`src/rtl/tick_generator.sv`:
```
// Clock-enable generator pacing the accumulator processor: full speed, divided,
// debounced single-step and halt modes, plus a wrapping count of issued ticks.
module tick_generator #(
  parameter int unsigned CNT_W      = 32,
  parameter int unsigned TCNT_W     = 16,
  parameter int unsigned DEB_CYCLES = 1000000
) (
  input  logic              clk,
  input  logic              rst_n,
  input  logic [1:0]        mode,
  input  logic [CNT_W-1:0]  div_value,
  input  logic              step_btn,
  input  logic              clr_count,
  output logic              tick,
  output logic [TCNT_W-1:0] tick_count,
  output logic              step_level
);

  typedef enum logic [1:0] {
    MODE_FULL = 2'b00,
    MODE_DIV  = 2'b01,
    MODE_STEP = 2'b10,
    MODE_HALT = 2'b11
  } mode_e;

  localparam int unsigned      DEB_W    = (DEB_CYCLES > 1) ? $clog2(DEB_CYCLES) : 1;
  localparam logic [DEB_W-1:0] DEB_LAST = DEB_W'(DEB_CYCLES - 1);

  mode_e             mode_q, mode_d;
  logic [CNT_W-1:0]  cnt_q, cnt_d;
  logic [CNT_W-1:0]  div_last;
  logic              tick_d;
  logic              sync1_q, sync2_q;
  logic [DEB_W-1:0]  deb_q, deb_d;
  logic              level_d;
  logic              step_rise;

  // Debounce runs in every mode; only a rise seen while in step mode ticks.
  always_comb begin
    deb_d     = '0;
    level_d   = step_level;
    step_rise = 1'b0;
    if (sync2_q != step_level) begin
      if (deb_q >= DEB_LAST) begin
        level_d   = sync2_q;
        step_rise = sync2_q;
      end else begin
        deb_d = deb_q + 1'b1;
      end
    end
  end

  always_comb begin
    mode_d   = mode_e'(mode);
    cnt_d    = cnt_q;
    tick_d   = 1'b0;
    div_last = (div_value == '0) ? '0 : div_value - 1'b1;
    if (mode != mode_q) begin
      // A mode change swallows any pending divide or step tick.
      cnt_d = '0;
    end else begin
      case (mode_q)
        MODE_FULL: tick_d = 1'b1;
        MODE_DIV: begin
          if (cnt_q >= div_last) begin
            tick_d = 1'b1;
            cnt_d  = '0;
          end else begin
            cnt_d = cnt_q + 1'b1;
          end
        end
        MODE_STEP: tick_d = step_rise;
        MODE_HALT: tick_d = 1'b0;
        default:   tick_d = 1'b0;
      endcase
    end
  end

  always_ff @(posedge clk or negedge rst_n) begin
    if (!rst_n) begin
      mode_q     <= MODE_HALT;
      cnt_q      <= '0;
      tick       <= 1'b0;
      sync1_q    <= 1'b0;
      sync2_q    <= 1'b0;
      deb_q      <= '0;
      step_level <= 1'b0;
    end else begin
      mode_q     <= mode_d;
      cnt_q      <= cnt_d;
      tick       <= tick_d;
      sync1_q    <= step_btn;
      sync2_q    <= sync1_q;
      deb_q      <= deb_d;
      step_level <= level_d;
    end
  end

  always_ff @(posedge clk or negedge rst_n) begin
    if (!rst_n) begin
      tick_count <= '0;
    end else if (clr_count) begin
      tick_count <= '0;
    end else if (tick) begin
      tick_count <= tick_count + 1'b1;
    end
  end

endmodule

```
`config.mk`:
```
export PLATFORM = sky130hd
export DESIGN_NAME = tick_generator
export DESIGN_NICKNAME = d
export VERILOG_FILES = /design/src/rtl/tick_generator.sv
export SDC_FILE = /design/constraint.sdc
export NUM_CORES = 1
export LEC_CHECK = 0
export CAP_MARGIN = 20
export CORE_MARGIN = 2
export CORE_UTILIZATION = 49
export DETAILED_ROUTE_END_ITERATION = 6
export MAX_ROUTING_LAYER = met4
export PLACE_DENSITY = 0.72
export SKIP_LAST_GASP = 1
export SYNTH_ARGS = -nofsm -noshare
export SYNTH_HDL_FRONTEND = slang
export SYNTH_SLANG_ARGS = --single-unit
```
`constraint.sdc`:
```
create_clock -name clk -period 3.9 [get_ports clk]
set_clock_uncertainty 0.05 [all_clocks]
set_input_delay 0.78 -clock clk [delete_from_list [all_inputs] [get_ports clk]]
set_output_delay 0.78 -clock clk [all_outputs]
set_load 0.03 [all_outputs]
```
Word-level counts from Yosys, hierarchy flattened --
Cells that the tools add are included.
Word-level totals: register bits 74, bits of input ports 38, output and inout bits 18, word-level logic and storage cells 37
Operators by class: $add $sub $neg 4, order comparisons 2, equality and inequality tests 5, mux-type cells 13, reductions and logical operators 5
Operators with widths (count):
- $mux W32 | 4
- $mux W20 | 2
- $add A32 B1 Y32 const B | 1
- $ge A32 B32 Y1 | 1
- $logic_not A32 Y1 | 1
- $mux W16 | 2
- $sub A32 B1 Y32 const B | 1
- $add A20 B1 Y20 const B | 1
- $ge A20 B20 Y1 const B | 1
- $add A16 B1 Y16 const B | 1
- $eq A2 B2 Y1 const B | 2
- $mux W1 | 4
- $pmux W1 S4 | 1
- $reduce_bool A2 Y1 | 2
- $eq A2 B1 Y1 const B | 1
- $logic_not A2 Y1 | 1
- $ne A2 B2 Y1 | 1
- $reduce_and A2 Y1 | 1
- $ne A1 B1 Y1 | 1

Logic depth before layout (Yosys ltp) --
depth after elaboration 6, depth in mapped cells 17, mapped depth without buffers 15

Worst setup path before layout --
OpenSTA, ideal clock, no wires.
path type input -> register, from input port div_value[15], to register cnt_q[29], setup time 0.069 ns, data arrival time 4.578 ns, data required time 3.781 ns, setup slack -0.797 ns, stages 14, buffers on the path 0, path through or4_4 nor4_1 and2b_1 nand4_1 nor4_1 nor2_1 ha_1 nand2b_4 a2111o_1 a311oi_1 o22ai_1 or3_4 or4_1 nand3_1
On the way: longest elaborated chain between the ends 6, elaborated cells on any way between the ends 7, those cells by class add/sub: 1; order compare: 1; mux: 4; reduce/logical: 1
RTL lines:
- start, declared | line 11 | input logic [CNT_W-1:0] div_value,
- $sub A32 B1 Y32 / $logic_not A32 Y1 (equally long branches) | line 57 | div_last = (div_value == '0) ? '0 : div_value - 1'b1;
- $mux W32 (*) | line 57
- $ge A32 B32 Y1 (*) | line 65 | if (cnt_q >= div_last) begin
- $mux W32 (*) | line 65
- $mux W32 (*) | line 62 | case (mode_q)
- $mux W32 (*) | line 58 | if (mode != mode_q) begin
- end signal, assigned | line 90 | cnt_q <= cnt_d;
- end, declared | line 30 | logic [CNT_W-1:0] cnt_q, cnt_d;
Mark *: on every way between the ends. The rest lies on a longest branch, timed or not. The select of a mux whose other input is x is not followed. A chain may end at the register's enable or synchronous reset.

Worst setup path after layout --
from input port div_value[6], to register cnt_q[29]
The elaborated chain is that of the path after synthesis.

==> results.md <==
* Status: finished, violations left
* Failing checks: negative setup slack
* Drt first pass iters at 7
* Buffers on Ports at 55
* Initial antenna violation count at 0
* Critical path data arrival time at 4.72 ns
* Count leader, synth: nand2_1
* Area leader, netlist: dfrtp_1
* Hold-fix buffers at CTS at 0
* Post-Layout Cell Count at between 800 and 900
* Register bit total from synthesis at 74
* Setup TNS at -13.93 ns
* TritonCTS clock tree: done
* Final-stage net count at 829
* Commonest cells in the netlist: 103 x nand2_1, 72 x dfrtp_1, 62 x nor2_1
* Post-synthesis cell type count at 59
* Rows at 37
* Yosys warning count at 0
* Post-Syn Area at 5130 µm²
* H-tree depth at 3
* Syn_area_per_cell at 8.38 µm²
* Seq/Total Area, Yosys at 0.362
* GRT Resource Usage Total at 0.258
* Period Utilization, post-route at 1.15
* First-pass GRT wire length at 22.9 mm
* Power per cell area at 225 nW/µm²
* Critical Path Fanout Max at 6
* CTS Sinks at 74
* Total CTS buffers at 9
* Synth async-reset ratio at 1.00
* Clk buf depth at 2
* Routed Wire Length at ~14 mm
* FMAX at 0.223 GHz
* Fin. Hold Viols at 0
* Slowest stage delay, CP at 0.54 ns
* Sw power at 405 µW
* Met2 wire len at 7.15 mm
* Via/cell ratio at 5.78
* Combinational share of power at 0.138
* Clk pwr share at 0.375
* Cell count after synthesis at 612
* Die height at 106 µm
* Ratio of cells with drive above 1 in the final layout at 0.245
* Gpl congestion at 0.892
* Worst-Margin Slew at 1.02 ns
* CP bufs+invs at 4
* Min Tclk post-route at around 4.5 ns
* Clock slew at reported path FFs at roughly 0.08 ns
* Relative slew slack at 0.314
* Top delay family on crit path: simple AND/OR/NAND/NOR gates
* Dpl cells at 848
* Worst Setup End Kind: flop
* Vias post-DR at 5172
* Slowest cell on the critical path: or4_4
* Met3 WL at 647 µm
* Largest net degree at the start of global routing at 46
* Switch share at 0.253
* RSZ-0062 raised after global routing: yes
* Clock Latency Late Sink at 0.35 ns
* Seq pwr share at 0.487
* Max-cap violations at 0
* Clk root buf: clkbuf_8
* Top area cells in the synthesized netlist: dfrtp_1 35%, ha_1 9.0%, nand2_1 7.5%
* Leak pwr at 3.21 nW
* Final WS setup at -0.574 ns
* DRC viols at 0
* Antenna diode count at 0
* CP Cell Sequence: buf_6 > or4_4 > nor4_4 > buf_4 > and2_4 > nand2_2 > or3_4 > nor3_4 > mux2i_2 > ha_1 > nand4_1 > buf_4 > buf_6 > a2bb2oi_2 > nand4_1 > or3_4 > or4_1 > nand3_1
* Critical Path RT at 4.14 ns
* Routed metal-1 wirelength at 6.09 mm
* Min-delay worst type: in2async
* Synth top area share at 0.351
* Final setup fails at 33
* Die Wd at 106 µm
* # IOs at 56
* Max Slew Vio Count at 0
* Core area at 10200 µm²
* Post-synth top flop: dfrtp_1
* Highest routed layer: met4
* Worst vdd ir at 0.000149 V
* Wire per inst at 15.9 µm
* Worst setup SP type: input port
* DP HPWL at 9.77 mm
* DRT iter0 DRCs at between 200 and 300
* Syn-to-layout area delta at 38.8%
* Setup CP Type: in2reg
* Antenna Violating Nets Remaining at 0
* Number of synthesized flops with an enable pin at 0
* P_int at 1.20 mW
* Starting Density at 0.501
* Die area at around 11000 µm²
* Vias in the first global route at between 4000 and 5000
* GR Overflow Total at 0
* Syn Nets at 687
## worst register-to-register path, delay by kind of cell, from the launching register on
| kind | cells | cell delay (ns) |
|---|---|---|
| AO/OA/AOI/OAI | 3 | 0.76 |
| AND/OR/NAND/NOR | 4 | 1.13 |
| adder cells (fa/ha/maj) | 1 | 0.29 |
| buffers and inverters | 2 | 0.23 |
| flip-flops | 1 | 0.46 |
## cell usage in the layout, fill, tap and decap left out, types with 13 or more instances in the layout
| cell | n |
|---|---|
| a21oi_1 | 24 |
| a31oi_1 | 13 |
| and3_1 | 15 |
| buf_4 | 81 |
| clkdlybuf4s50_1 | 42 |
| dfrtp_1 | 72 |
| ha_1 | 37 |
| nand2_1 | 101 |
| nand3_1 | 32 |
| nand4_1 | 18 |
| nor2_1 | 59 |
| nor3_1 | 16 |
| o21ai_0 | 16 |
| xnor2_1 | 13 |
| xor2_1 | 42 |
## cells by family after synthesis
| logic type | count (synthesis) | synth area share |
|---|---|---|
| simple gates | 313 | 0.301 |
| xor+xnor | 55 | 0.0940 |
| compound gates | 101 | 0.120 |
| buf+inv | 29 | 0.0266 |
| flops | 74 | 0.362 |
| fa+ha+maj | 37 | 0.0903 |
| mux | 3 | 0.00610 |
## path summary, 6_finish.rpt
kind	startpoint	to	slack, ns	depth (start not counted)
min in group clk	sync1_q$_DFF_PN0_	sync2_q$_DFF_PN0_	0.33	0
setup / recovery	div_value[6]	cnt_q[29]$_DFFE_PN0P_	-0.57	18
hold / removal	rst_n	deb_q[5]$_DFF_PN0_	0.23	1
setup reg to reg	cnt_q[0]$_DFFE_PN0P_	cnt_q[29]$_DFFE_PN0P_	0.94	10
hold reg to reg	sync1_q$_DFF_PN0_	sync2_q$_DFF_PN0_	0.33	0
max in group asynchronous	rst_n	mode_q[1]$_DFF_PN1_	2.72	3
## registers in the layout, summed over array words and instances (netlist names)
signal	count
step_level	1
tick	1
tick_count	16
sync1_q	1
sync2_q	1
deb_q	20
cnt_q	32
mode_q	2
## area by class of cell
type | count | area, µm²
Sequential cell | 74 | 1850
Multi-Input combinational cell | 509 | 3490
Timing Repair Buffer | 150 | 1370
Inverter | 10 | 37.5
Clock inverter | 4 | 51.3
Fill cell | 791 | 3110
Tap cell | 136 | 170
Clock buffer | 12 | 145
## stage by stage
step	setup WS (ns)	util	power [mW]	hold slack [ns]	cell area (µm²)
final	-0.574	0.696	1.60	0.228	7120
after global routing	-0.749	0.696	1.67	0.221	7120
after CTS	-0.558	0.666	1.60	0.336	6810
after detailed placement	-1.27	0.617	0.992	0.314	6320
after global placement	-1.04	0.617	0.985	0.310	6320
after floorplan	-0.575	-	0.871	0.281	5190
## per-layer routing
layer | track usage | vias up
li1 | - | 2471
met1 | 0.337 | 2515
met2 | 0.417 | 148
met3 | 0.0380 | 38
met4 | 0.0761 | 0
met5 | - | -
## power by group through the flow
stage	Combinational [mW]	Clock [mW]	Sequential, mW
floorplan	0.0771	0	0.794
global placement	0.191	0	0.794
detailed placement	0.197	0	0.794
CTS	0.208	0.611	0.779
global route	0.243	0.642	0.780
finish	0.221	0.600	0.779
## repair_timing
item,4_1_cts,5_1_grt
setup endpoints to repair,33,33
hold endpoints to repair,0,0
setup buffers,17,10
cloned,3,2
pin swaps,32,26
resized for setup,63,51
(Power assumes the default switching activity.)
